$ cat config.mk
export PLATFORM = sky130hd
export DESIGN_NAME = mem_req_path
export DESIGN_NICKNAME = d
export VERILOG_FILES = /design/src/rtl/mem_req_pkg.sv /design/src/rtl/rr_arbiter.sv /design/src/rtl/mem_req_path.sv
export SDC_FILE = /design/constraint.sdc
export NUM_CORES = 1
export LEC_CHECK = 0
export ABC_AREA = 1
export ABC_CLOCK_PERIOD_IN_PS = 2900
export CAP_MARGIN = 20
export CORE_ASPECT_RATIO = 0.75
export CORE_UTILIZATION = 25
export CTS_CLUSTER_DIAMETER = 60
export DETAILED_ROUTE_END_ITERATION = 8
export GPL_TIMING_DRIVEN = 0
export PLACE_DENSITY = 0.51
export SYNTH_ARGS = -nofsm -noshare
export SYNTH_HDL_FRONTEND = slang
export SYNTH_SLANG_ARGS = --single-unit
$ cat constraint.sdc
create_clock -name clk -period 2.9 [get_ports clk]
set_input_delay 0.58 -clock clk [delete_from_list [all_inputs] [get_ports clk]]
set_output_delay 0.58 -clock clk [all_outputs]
set_load 0.05 [all_outputs]
$ cat src/rtl/mem_req_pkg.sv
// Shared helpers for the storage request path: width derivation, request
// entry sizing and the arbiter pointer reset value.
package mem_req_pkg;

    // Bits needed to index n items. Never returns less than 1.
    function automatic int clog2_min1(input int n);
        int w;
        w = 1;
        while ((1 << w) < n) begin
            w++;
        end
        return w;
    endfunction

    // A queued request is {channel id, address}, id in the upper bits.
    function automatic int entry_w(input int id_w, input int addr_w);
        return id_w + addr_w;
    endfunction

    // The round-robin pointer resets to the last channel, so the first search
    // after reset starts at channel 0.
    function automatic int rr_ptr_rst(input int num_ch);
        return num_ch - 1;
    endfunction

endpackage

$ cat src/rtl/rr_arbiter.sv
// Single-grant arbiter for the request path.
// Build option MEM_REQ_RR_EN: defined gives round-robin, where the search
// starts one past the last granted channel and the pointer moves only when a
// grant is consumed (enable). Undefined gives fixed priority, lowest index wins.
module rr_arbiter
    import mem_req_pkg::*;
#(
    parameter  int NUM_CH = 4,
    localparam int ID_W   = clog2_min1(NUM_CH)
) (
    input  logic              clk,
    input  logic              rst,
    input  logic [NUM_CH-1:0] req,
    input  logic              enable,
    output logic [NUM_CH-1:0] grant,
    output logic [ID_W-1:0]   grant_idx
);

`ifdef MEM_REQ_RR_EN
    logic [ID_W-1:0] rr_ptr;

    // Remember the last channel whose request was actually taken.
    always_ff @(posedge clk) begin
        if (rst) begin
            rr_ptr <= ID_W'(rr_ptr_rst(NUM_CH));
        end else if (enable) begin
            rr_ptr <= grant_idx;
        end
    end

    // Walk from farthest to nearest after rr_ptr; the nearest requester wins.
    always_comb begin
        int idx;
        idx       = 0;
        grant     = '0;
        grant_idx = '0;
        for (int k = NUM_CH; k >= 1; k--) begin
            idx = (int'(rr_ptr) + k) % NUM_CH;
            if (((req >> idx) & NUM_CH'(1)) != '0) begin
                grant     = NUM_CH'(1) << idx;
                grant_idx = ID_W'(idx);
            end
        end
    end
`else
    logic unused_fixed;
    assign unused_fixed = ^{clk, rst, enable};

    // Walk from highest to lowest index; the lowest requester wins.
    always_comb begin
        grant     = '0;
        grant_idx = '0;
        for (int k = NUM_CH - 1; k >= 0; k--) begin
            if (((req >> k) & NUM_CH'(1)) != '0) begin
                grant     = NUM_CH'(1) << k;
                grant_idx = ID_W'(k);
            end
        end
    end
`endif

endmodule

$ cat src/rtl/mem_req_path.sv
// Request path from NUM_CH core storage ports to the storage sequencer.
// One request per cycle is arbitrated into a show-ahead FIFO drained by a
// valid/ready handshake. Arbitration policy selected by MEM_REQ_RR_EN
// (see rr_arbiter); the port list is the same in both builds.
module mem_req_path
    import mem_req_pkg::*;
#(
    parameter  int NUM_CH = 4,
    parameter  int ADDR_W = 8,
    parameter  int DEPTH  = 8,
    localparam int ID_W   = clog2_min1(NUM_CH),
    localparam int LVL_W  = clog2_min1(DEPTH) + 1
) (
    input  logic                     clk,
    input  logic                     rst,
    input  logic [NUM_CH-1:0]        ch_ce,
    input  logic [NUM_CH*ADDR_W-1:0] ch_addr,
    output logic [NUM_CH-1:0]        ch_ack,
    output logic                     out_valid,
    output logic [ID_W-1:0]          out_id,
    output logic [ADDR_W-1:0]        out_addr,
    input  logic                     out_ready,
    output logic [LVL_W-1:0]         level,
    output logic                     full,
    output logic                     empty
);

    localparam int PTR_W   = clog2_min1(DEPTH);
    localparam int ENTRY_W = entry_w(ID_W, ADDR_W);

    logic [NUM_CH-1:0]  eligible;
    logic [NUM_CH-1:0]  grant;
    logic [ID_W-1:0]    grant_idx;
    logic [ADDR_W-1:0]  grant_addr;
    logic               push;
    logic               pop;
    logic [PTR_W-1:0]   wr_ptr;
    logic [PTR_W-1:0]   rd_ptr;
    logic [LVL_W-1:0]   level_nxt;
    logic [ENTRY_W-1:0] head;
    logic [ENTRY_W-1:0] mem [DEPTH];

    // A channel still seeing its ack is holding the already-accepted request.
    assign eligible  = ch_ce & ~ch_ack;
    assign out_valid = !empty;
    assign pop       = out_valid && out_ready;
    assign push      = (eligible != '0) && (!full || pop);

    rr_arbiter #(
        .NUM_CH (NUM_CH)
    ) u_arb (
        .clk       (clk),
        .rst       (rst),
        .req       (eligible),
        .enable    (push),
        .grant     (grant),
        .grant_idx (grant_idx)
    );

    assign grant_addr = ADDR_W'(ch_addr >> (int'(grant_idx) * ADDR_W));

    // Entry storage; contents are left as-is on reset, pointers define validity.
    always_ff @(posedge clk) begin
        if (push) begin
            mem[wr_ptr] <= {grant_idx, grant_addr};
        end
    end

    // Occupancy moves only when exactly one of push/pop happens.
    always_comb begin
        level_nxt = level;
        if (push && !pop) begin
            level_nxt = level + LVL_W'(1);
        end else if (pop && !push) begin
            level_nxt = level - LVL_W'(1);
        end
    end

    // Pointers, occupancy flags and the per-channel acceptance pulse.
    always_ff @(posedge clk) begin
        if (rst) begin
            wr_ptr <= '0;
            rd_ptr <= '0;
            level  <= '0;
            full   <= 1'b0;
            empty  <= 1'b1;
            ch_ack <= '0;
        end else begin
            if (push) begin
                wr_ptr <= wr_ptr + PTR_W'(1);
            end
            if (pop) begin
                rd_ptr <= rd_ptr + PTR_W'(1);
            end
            level  <= level_nxt;
            full   <= (level_nxt == LVL_W'(DEPTH));
            empty  <= (level_nxt == '0);
            ch_ack <= push ? grant : '0;
        end
    end

    // Show-ahead head read, zeroed while nothing is queued.
    assign head     = mem[rd_ptr];
    assign out_id   = empty ? '0 : head[ENTRY_W-1 -: ID_W];
    assign out_addr = empty ? '0 : head[ADDR_W-1:0];

endmodule
==> results by group <==
Outcome
  • Status: completed

Route
  • Via count: approximately 3200
  • Post-DR wirelength/cell: ~15 um
  • Vias/cell: 4.589
  • Remaining antenna violation count after routing: 0
  • Final wirelength: between 10000 and 15000 um
  • DRC viols: 0
  • Initial drt markers: 274
  • Pre-antenna DRT Iters: 5

Timing
  • Clock Skews: roughly 0.0049 ns
  • Fmax: 0.3624 GHz
  • Final setup violation count: 0
  • Worst slew pin tran: about 1.1 ns
  • Final TNS setup: 0 ns
  • Pins Over Slew Limit: 0
  • Unrepaired setup endpoints after global routing: yes
  • Period utilisation layout: a little over nine tenths
  • Slew HR: ~28%
  • Final Hold Vio Count: 0
  • Min Tclk post-route: 2.759 ns

Floorplanning
  • Starting Density: 25.70%
  • I/O pins: 60
  • Die width: 154.1 um
  • Die height: roughly 120 um
  • CORE AREA: 16880 um2
  • Die area: 17880 um2
  • FP Rows: 41

Yosys
  • Post-Synthesis Cells: 412
  • Main combinational cell family by area after synthesis: simple AND/OR/NAND/NOR gates
  • XOR/XNOR Fraction of Synth Area: 0.8078%
  • Post-synthesis async set-or-reset flop share: 0%
  • Top FF cell, synth: edfxtp_1
  • Compound-Gate Fraction of Synth Area: 11.77%
  • Synth top area cells: edfxtp_1, dfxtp_1, nor2_1
  • Synth area leader: edfxtp_1
  • Cell with the most instances after synthesis: nor2_1
  • Adder-cell share of the synthesized area: 1.154%
  • Post-synthesis mux area share: 0%
  • Sequential area share after synthesis: 64.17%
  • Synth Area in Simple Gates: between 10% and 20%
  • Yosys cell types: 25
  • Yosys reg bits: 99
  • Yosys top cell area share: 55.40%
  • Mapped Nets: between 400 and 500
  • Mapped Area: 4337 um2
  • Synthesized area per cell: 10.53 um2
  • EDFF count, synth: 80
  • Synth warnings: 0
  • Synth cell count leaders: nor2_1, edfxtp_1, nand2_1, o21ai_0, a21oi_1

Placement
  • I/O Buffers: 59
  • Gpl congestion: between 0.7 and 0.8
  • Cell Area, Placed: 5196 um2
  • Post-DP HPWL: 7313 um

CTS
  • Root buf cell: clkbuf_16
  • Clk_lat worst skew: around 0.34 ns
  • Clk slew on worst S/H paths: around 0.07 ns
  • H-Tree Depth: 3
  • Clock buffer count from CTS: 9
  • Post-CTS setup buffer count: 0
  • Maximum clock insertion buffer count: 2
  • Num Clock Sinks: 99
  • CTS tree: yes
  • # hold bufs at CTS: 0

Global routing
  • Total gr overflow: 0
  • Largest net degree at the start of global routing: 18
  • Vias in the first global route: roughly 3100
  • Total GRT Usage: 12.47%
  • Initial antenna violation count: 0
  • First-pass GRT wire length: 16490 um

Worst hold path
  • Hold Path Class: reg -> reg
  • Worst Hold Path Cells: 2

Cells and area
  • Share of cells above drive strength 1: 12.09%
  • Antenna cells: 0
  • Synth-to-Final Area Change: 27.09%
  • Area occupied by multi-input gates: approximately 1400 um2
  • FILL cells: ~1700
  • Final core occ: 32.66%
  • Register area: 2783 um2
  • Final #Nets: 526
  • Final Cell Area: 5512 um2

Power and ir drop
  • Leak: 2.047 nW
  • VDD IR max: 0.2956 mV
  • PwrDens: 701.2 nW/um2

Critical path
  • CP arrival: 2.72 ns
  • Max FO, Critical Path: 10
  • Crit end category: flip-flop
  • Crit Path Class: in -> reg
  • Crit start category: input port
  • Worst path required time: 2.86 ns
  • R2r worst-path depth: 9

Job
  • Max cap viols: 0
[report_power, final]
| part | internal (mW) | total (mW) | switching (mW) | leakage [nW] |
|---|---|---|---|---|
| Clock | 0.754 | 1.26 | 0.506 | 0.157 |
| Sequential | 1.68 | 1.72 | 0.0398 | 0.892 |
| Combinational | 0.274 | 0.885 | 0.611 | 0.999 |
[final timing paths]
kind	from	to	slack (ns)
worst max-delay path	out_ready	mem[1][7]	0.14
worst max register to register	empty	mem[1][7]	0.49
worst min register to register	rd_ptr[2]	rd_ptr[2]	0.47
worst min-delay path	rd_ptr[2]	rd_ptr[2]	0.47
[area by class of cell]
cell class	instances	area share [%]
repair buffers	60	10.47
plain buffers	16	1.407
clock inverters	7	1.657
well taps	215	4.881
flip-flops and latches	99	50.49
inverters	26	1.816
multi-input cells	271	25.20
clock buffers	9	4.086
[stage by stage]
step | total power, mW | std cells | setup WS, ns | hold WS (ns)
floorplan | 2.319 | 412 | 0.2354 | 0.4331
finish | 3.865 | 703 | 0.1406 | 0.4724
CTS | 3.890 | 702 | 0.01597 | 0.4801
global placement | 2.633 | 686 | -0.2435 | 0.4614
detailed placement | 2.650 | 686 | -0.2856 | 0.4697
global route | 4.024 | 703 | -0.02436 | 0.4935
[cells in the final DEF, fill, tap and decap left out, types with 2 or more instances in the layout]
master           Yosys  routed
clkdlybuf4s50_1      0      49
nand2_1             50      50
a22oi_1              8       8
clkbuf_16            0       9
clkinv_2             0       2
xor2_1               4       4
nand2_4              5       5
inv_1               19      19
clkdlybuf4s15_2      0       4
buf_2                4       4
ha_1                 4       4
inv_2                6       6
nand2_2              2       2
dfxtp_1             19      19
a21oi_1             22      22
nor2_2               4       4
o21ai_0             30      30
nor2_4               2       2
nand3_1             14      14
clkbuf_2             0      10
o21ai_1              3       3
o32ai_1             20      19
clkbuf_1            10       6
bufinv_16            0       2
buf_4                2       2
nor2_1             100     100
edfxtp_1            80      80
[registers in the layout, indices dropped and copies added, names as in the netlist, named ones only]
register and cells:
mem 80, ch_ack 4, level 4, rd_ptr 3, wr_ptr 3, empty 1, full 1
[critical path, cell delays in order]
cell             delay, ns
clkdlybuf4s50_1       0.50
nand2_4               0.11
inv_4                 0.14
nor2_2                0.06
nor2_4                0.21
inv_2                 0.09
nor2_2                0.11
inv_1                 0.09
nor2_1                0.82
[logic make-up after synthesis]
logic type,Yosys count
compound gates,83
flops,99
buf+inv,42
fa+ha+maj,4
simple gates,180
xor+xnor,4
[routing by layer]
metal | wire length [um] | part of all wire (%) | track usage, %
met2 | 4675 | 44 | 18.94
met4 | 105 | 0.99 | 3.800
met5 | 0 | 0 | 0
met3 | 655 | 6.2 | 4.413
met1 | 5162 | 49 | 16.67
[timing repair]
action / in CTS / in global routing
resized for setup: 21 / 16
endpoints found under the setup margin: 10 / 29
cloned: 0 / 0
pin swaps: 0 / 0
Note: power is estimated with default switching activity, not from simulation.
